$ cat config.mk
export PLATFORM = sky130hd
export DESIGN_NAME = lms_rx_iq_deframer
export DESIGN_NICKNAME = d
export VERILOG_FILES = /design/src/rtl/lms_rx_iq_deframer_pkg.sv /design/src/rtl/iq_pair_fifo.sv /design/src/rtl/lms_rx_iq_deframer.sv
export SDC_FILE = /design/constraint.sdc
export NUM_CORES = 1
export LEC_CHECK = 0
export ABC_CLOCK_PERIOD_IN_PS = 1900
export CAP_MARGIN = 20
export CORE_UTILIZATION = 53
export DETAILED_ROUTE_END_ITERATION = 10
export PLACE_DENSITY = 0.77
export SLEW_MARGIN = 20
export SYNTH_ARGS = -nofsm -noshare
export SYNTH_HDL_FRONTEND = slang
export SYNTH_SLANG_ARGS = --single-unit
$ cat constraint.sdc
create_clock -name lms_clk -period 1.9 [get_ports lms_clk]
set_clock_uncertainty 0.2 [all_clocks]
set_input_delay 0.475 -clock lms_clk [delete_from_list [all_inputs] [get_ports lms_clk]]
set_output_delay 0.475 -clock lms_clk [all_outputs]
set_load 0.03 [all_outputs]
$ cat src/rtl/lms_rx_iq_deframer_pkg.sv
// Shared types and constants for the LMS6002D RX I/Q deframer.
package lms_rx_iq_deframer_pkg;

  typedef logic [1:0] state_t;

  localparam state_t HUNT   = 2'd0;
  localparam state_t GOT_I  = 2'd1;
  localparam state_t WAIT_I = 2'd2;

  localparam int ERR_W    = 16;
  localparam int SAMPLE_W = 12;

  typedef struct packed {
    logic [SAMPLE_W-1:0] i;
    logic [SAMPLE_W-1:0] q;
  } iq_pair_t;

endpackage

$ cat src/rtl/iq_pair_fifo.sv
// Show-ahead synchronous FIFO for I/Q pairs; extra pointer MSB separates full from empty.
module iq_pair_fifo #(
  parameter int WIDTH = 24,
  parameter int DEPTH = 4
) (
  input  logic             clk_i,
  input  logic             rst_ni,
  input  logic             flush_i,
  input  logic             push_i,
  input  logic             pop_i,
  input  logic [WIDTH-1:0] data_i,
  output logic [WIDTH-1:0] data_o,
  output logic             full_o,
  output logic             empty_o
);

  localparam int AW = $clog2(DEPTH);

  logic [AW:0]      wr_q, rd_q;
  logic [WIDTH-1:0] mem_q [DEPTH];
  logic             do_push, do_pop;

  assign empty_o = (wr_q == rd_q);
  assign full_o  = (wr_q[AW] != rd_q[AW]) && (wr_q[AW-1:0] == rd_q[AW-1:0]);
  assign data_o  = mem_q[rd_q[AW-1:0]];

  // A full FIFO still accepts a push when the head leaves on the same edge.
  assign do_pop  = pop_i && !empty_o;
  assign do_push = push_i && (!full_o || do_pop);

  always_ff @(posedge clk_i or negedge rst_ni) begin
    if (!rst_ni) begin
      wr_q <= '0;
      rd_q <= '0;
      for (int k = 0; k < DEPTH; k++) mem_q[k] <= '0;
    end else if (flush_i) begin
      wr_q <= '0;
      rd_q <= '0;
    end else begin
      if (do_push) begin
        mem_q[wr_q[AW-1:0]] <= data_i;
        wr_q                <= wr_q + (AW+1)'(1);
      end
      if (do_pop) rd_q <= rd_q + (AW+1)'(1);
    end
  end

endmodule

$ cat src/rtl/lms_rx_iq_deframer.sv
// Pairs interleaved LMS6002D ADC words into I/Q samples, checks framing and buffers pairs.
module lms_rx_iq_deframer
  import lms_rx_iq_deframer_pkg::*;
#(
  parameter int   WIDTH      = SAMPLE_W,
  parameter int   FIFO_DEPTH = 4,
  parameter logic IQSEL_I    = 1'b1,
  parameter int   LOCK_PAIRS = 4
) (
  input  logic             lms_clk,
  input  logic             rst_n,
  input  logic             enable,
  input  logic             swap_iq,
  input  logic             clr_count,
  input  logic             rx_iqsel,
  input  logic [WIDTH-1:0] rx_d,
  output logic [WIDTH-1:0] out_i,
  output logic [WIDTH-1:0] out_q,
  output logic             out_valid,
  input  logic             out_ready,
  output logic             frame_err,
  output logic             overflow,
  output logic [ERR_W-1:0] err_count,
  output logic             locked
);

  localparam int LW = $clog2(LOCK_PAIRS + 1);

  logic [WIDTH-1:0]   d_q, held_q, held_d;
  logic               sel_q, sel_prev_q;
  state_t             state_q, state_d;
  logic [LW-1:0]      lock_q, lock_d;
  logic [ERR_W-1:0]   err_cnt_q, err_cnt_d;
  logic               frame_err_q, overflow_q;
  logic               is_i, is_edge, push_req, err_ev, ovf_ev;
  logic               fifo_full, fifo_empty;
  logic [2*WIDTH-1:0] fifo_din, fifo_dout;

  // sel_prev_q resets to the I level so a fresh Q word is needed before the first pair.
  assign is_i    = (sel_q == IQSEL_I);
  assign is_edge = is_i && (sel_prev_q != IQSEL_I);

  always_comb begin
    state_d  = state_q;
    held_d   = held_q;
    push_req = 1'b0;
    err_ev   = 1'b0;
    if (!enable) begin
      state_d = HUNT;
      held_d  = '0;
    end else begin
      case (state_q)
        HUNT: if (is_edge) begin
          held_d  = d_q;
          state_d = GOT_I;
        end
        GOT_I: if (is_i) begin
          err_ev = 1'b1;
          held_d = d_q;
        end else begin
          push_req = 1'b1;
          state_d  = WAIT_I;
        end
        WAIT_I: if (is_i) begin
          held_d  = d_q;
          state_d = GOT_I;
        end else begin
          err_ev  = 1'b1;
          state_d = HUNT;
        end
        default: state_d = HUNT;
      endcase
    end
  end

  always_comb begin
    lock_d = lock_q;
    if (!enable || err_ev)                               lock_d = '0;
    else if (push_req && (lock_q != LW'(LOCK_PAIRS)))    lock_d = lock_q + LW'(1);
    err_cnt_d = err_cnt_q;
    if (clr_count)                        err_cnt_d = '0;
    else if (err_ev && (err_cnt_q != '1)) err_cnt_d = err_cnt_q + ERR_W'(1);
  end

  assign ovf_ev   = push_req && fifo_full && !out_ready;
  assign fifo_din = swap_iq ? {d_q, held_q} : {held_q, d_q};

  always_ff @(posedge lms_clk or negedge rst_n) begin
    if (!rst_n) begin
      d_q         <= '0;
      sel_q       <= IQSEL_I;
      sel_prev_q  <= IQSEL_I;
      state_q     <= HUNT;
      held_q      <= '0;
      lock_q      <= '0;
      err_cnt_q   <= '0;
      frame_err_q <= 1'b0;
      overflow_q  <= 1'b0;
    end else begin
      d_q         <= rx_d;
      sel_q       <= rx_iqsel;
      sel_prev_q  <= sel_q;
      state_q     <= state_d;
      held_q      <= held_d;
      lock_q      <= lock_d;
      err_cnt_q   <= err_cnt_d;
      frame_err_q <= err_ev;
      overflow_q  <= ovf_ev;
    end
  end

  iq_pair_fifo #(
    .WIDTH (2*WIDTH),
    .DEPTH (FIFO_DEPTH)
  ) u_fifo (
    .clk_i   (lms_clk),
    .rst_ni  (rst_n),
    .flush_i (!enable),
    .push_i  (push_req),
    .pop_i   (out_ready),
    .data_i  (fifo_din),
    .data_o  (fifo_dout),
    .full_o  (fifo_full),
    .empty_o (fifo_empty)
  );

  assign out_i     = fifo_dout[2*WIDTH-1:WIDTH];
  assign out_q     = fifo_dout[WIDTH-1:0];
  assign out_valid = !fifo_empty;
  assign frame_err = frame_err_q;
  assign overflow  = overflow_q;
  assign err_count = err_cnt_q;
  assign locked    = (lock_q == LW'(LOCK_PAIRS));

endmodule

==> results.md <==
- Status: finished with violations
- Violated checks: setup timing
- Count leader, synth: dfrtp_1
- Synth warn: 0
- Setup crit end kind: output port
- Starting DRT DRC Count: around 380
- Worst IR Drop VDD: just over 0.001 V
- Final WL: about 22 mm
- Setup_tns: -59.52 ns
- Depth of the CTS H-tree: 4
- Area share of fa/ha/maj cells after synthesis: 0.0202
- Clock transition at path regs: roughly 0.060 ns
- Hold Path Depth: 1
- Non-Filler Instances: roughly 860
- Post-Synth Simple-Gate Area: 0.0756
- CTS Root Cell: clkbuf_16
- Drt first pass iters: 5
- Cts bufs inserted: 17
- Reg2reg end: u_fifo.mem_q[60]
- Int Pwr: between 0.007 and 0.008 W
- Worst-Margin Slew: between 0.8 and 0.9 ns
- Area after DPL: 8610 um^2
- Initial core utilization: 0.553
- Gpl congestion: 0.806
- CTS tree: done
- Complex-gate fraction of the synthesized area: 0.0550
- Crit share post-route: 1.32
- Port Buffers: just over 60
- Crit Path Max Fanout: 8
- WL met1: 8.46 mm
- Post-Syn Instances: 517
- Post-route cell area: 10600 um^2
- Post-Synth XOR/XNOR Area: 0.0114
- Clock sink count: around 150
- Vias in the first global route: about 5600
- Synth cell types: 46
- Standard-cell rows: 42
- Mapped Nets: around 550
- Rel. slew slack: 0.455
- PD cells: approximately 1100 nW/um^2
- Final Slew Violations: 0
- Post-Place Cells: 783
- Cells taking the most area after synthesis: dfrtp_1 (50%), mux2_4 (16%), mux4_2 (6.7%), mux2_2 (4.4%), o31ai_1 (2.5%)
- Combinational Power Share: 0.373
- FFs w/ async S/R, synth: 1.00
- Seq pwr share: 0.338
- Grt total ovfl: 0
- Via-per-instance ratio: between 6 and 7
- Die ar.: 14500 um^2
- Sequential area share after synthesis: 0.508
- Diodes inserted: 0
- Max Root-Sink Buffers: 2
- Worst Path Required: roughly 1.2 ns
- Ports: 63
- Avg Synthesized Cell Area: about 14 um^2
- RR Startpoint: u_fifo.rd_q[0]
- CP arrival: approximately 1.8 ns
- Hold WC Path Type: in -> reg
- Detail Route met3 WL: about 1000 um
- Max-capacitance violation count: 0
- Main combinational cell family by area after synthesis: multiplexers
- Wire length on met2: approximately 12 mm
- Final worst setup slack: -0.606 ns
- Yosys top cell by area: dfrtp_1
- Top sig layer: met4
- Clock share of power: 0.288
- #FFs+latches synth: ~150
- DRC viols: 0
- Core Footprint: approximately 13000 um^2
- Area grow syn2layout: 42.2%
- Hold_sp: rx_iqsel
- Syn Std Cell Area: around 7400 um^2
- Largest net degree at the start of global routing: 50
- Post-synth top area share: 0.501
- Die Y: 121 um
- GRT Util Overall: 0.293
- Hold path endpoint: is_i
- Final hold violations: 0
- Pleak: about 5 nW
- First-pass GRT wire length: 31.4 mm
- Psw: 0.00370 W
- Fmax: around 400 MHz
- Setup Viol. Count Final: roughly 160
- Sw Share: 0.317
- Antenna violation net count after detailed routing: 0
- Final #Nets: ~710
- RSZ-0062 raised after global routing: yes
- Routed len/inst: around 25 um
- Startpoint types: flip-flop
- R2R cell count: 8
- Skew-Pair Late Insertion Delay: about 0.44 ns
- Critical path class: reg -> out
- Initial antenna violation count: 0
- Detailed Place HPWL: 10.6 mm
- Share of cells above drive strength 1: 0.596
- Top FF cell, synth: dfrtp_1
- Commonest cells in the netlist: dfrtp_1 (149), mux2_4 (79), mux2_2 (29)
- Routed via count: 5300
- Multiplexer share of the synthesized area: 0.284
- Final Power: 0.0116 W
- Die X: about 120 um
- Tmin final: approximately 2.5 ns
- Number of synthesized flops with an enable pin: 0
- FF-to-FF setup slack: -0.47 ns
## per-layer routing
layer / GRT usage / vias up
li1: - / 2227
met1: 0.364 / 2806
met2: 0.504 / 215
met3: 0.0557 / 52
met4: 0.116 / 0
met5: 0 / -
## logic make-up (layout without fill, tap and decap cells)
family          count (synthesis)  in the layout
xor+xnor                        8              8
compound gates                 66             66
simple gates                   92             98
mux                           137            137
fa+ha+maj                      12             12
flops                         151            151
buf+inv                        51            216
## final cells by class
cell class                 count  area [um^2]
clock buffer                  24          472
clock inverter                 7         97.6
fill                         737         2870
inverter                      23         91.3
multi-input combinational    321         4070
sequential                   151         3800
tap                          176          220
timing repair buffer         162         1830
## power by group through the flow
stage	Combinational, W	Sequential, W	Clock, W
2_1_floorplan	0.00199	0.00386	0
3_3_place_gp	0.00304	0.00390	0
3_5_place_dp	0.00311	0.00393	0
4_1_cts	0.00392	0.00390	0.00334
5_1_grt	0.00454	0.00398	0.00351
6_report	0.00434	0.00394	0.00336
## what timing repair did
item / in CTS / in global routing
pin swaps: 31 / 12
buffers inserted: 27 / 14
resized for setup: 175 / 108
setup endpoints to repair: 172 / 165
gates cloned: 10 / 1
hold buffers: 1 / 0
hold endpoints to repair: 27 / 0
## cells in the final DEF (no fill, tap or decap), types with 4 or more instances in the layout
master	instances
a21oi_1	7
buf_4	51
o31ai_2	7
mux2_2	11
or4_4	8
clkdlybuf4s50_1	17
ha_1	4
inv_1	17
mux4_2	24
buf_2	4
nand3_4	9
ha_4	4
nand3_1	4
o31ai_1	6
dfrtp_1	134
clkbuf_1	5
nand2_8	11
dfrtp_2	15
mux2_4	97
clkbuf_16	18
clkdlybuf4s15_2	8
a21oi_2	12
o21ai_0	15
ha_2	4
nor2_1	12
mux2i_1	5
nand2_1	17
buf_6	46
buf_12	23
nand3_2	4
nand4_1	7
o31ai_4	12
## stage by stage
stage,utilization,setup slack [ns],hold WS (ns)
2_1_floorplan,-,-0.209,-0.0206
3_3_place_gp,0.640,-0.630,0.188
3_5_place_dp,0.640,-0.649,0.191
4_1_cts,0.749,-0.634,0.252
5_1_grt,0.787,-0.639,0.249
6_report,0.787,-0.606,0.255
## registers in the layout (all words and copies together), names as in the netlist, 2 cells and up
signal        count
err_count        16
held_q           12
lock_q            3
state_q           2
u_fifo.wr_q       3
u_fifo.rd_q       3
u_fifo.mem_q     96
d_q              12
## critical path: stages, from the launching register on
cell and delay [ns]:
dfrtp_2 0.39, buf_12 0.14, buf_12 0.15, mux4_2 0.56
buf_6 0.17
## worst max-delay path by stage
| stage | startpoint | end | slack (ns) |
|---|---|---|---|
| floorplan | u_fifo.rd_q[0] | u_fifo.mem_q[10] | -0.21 |
| global placement | out_ready | u_fifo.mem_q[74] | -0.63 |
| detailed placement | out_ready | u_fifo.mem_q[74] | -0.65 |
| CTS | u_fifo.rd_q[0] | out_q[0] | -0.63 |
| global route | u_fifo.rd_q[0] | out_i[2] | -0.64 |
| finish | u_fifo.rd_q[0] | out_q[9] | -0.61 |
Note: power is estimated with default switching activity, not from simulation.
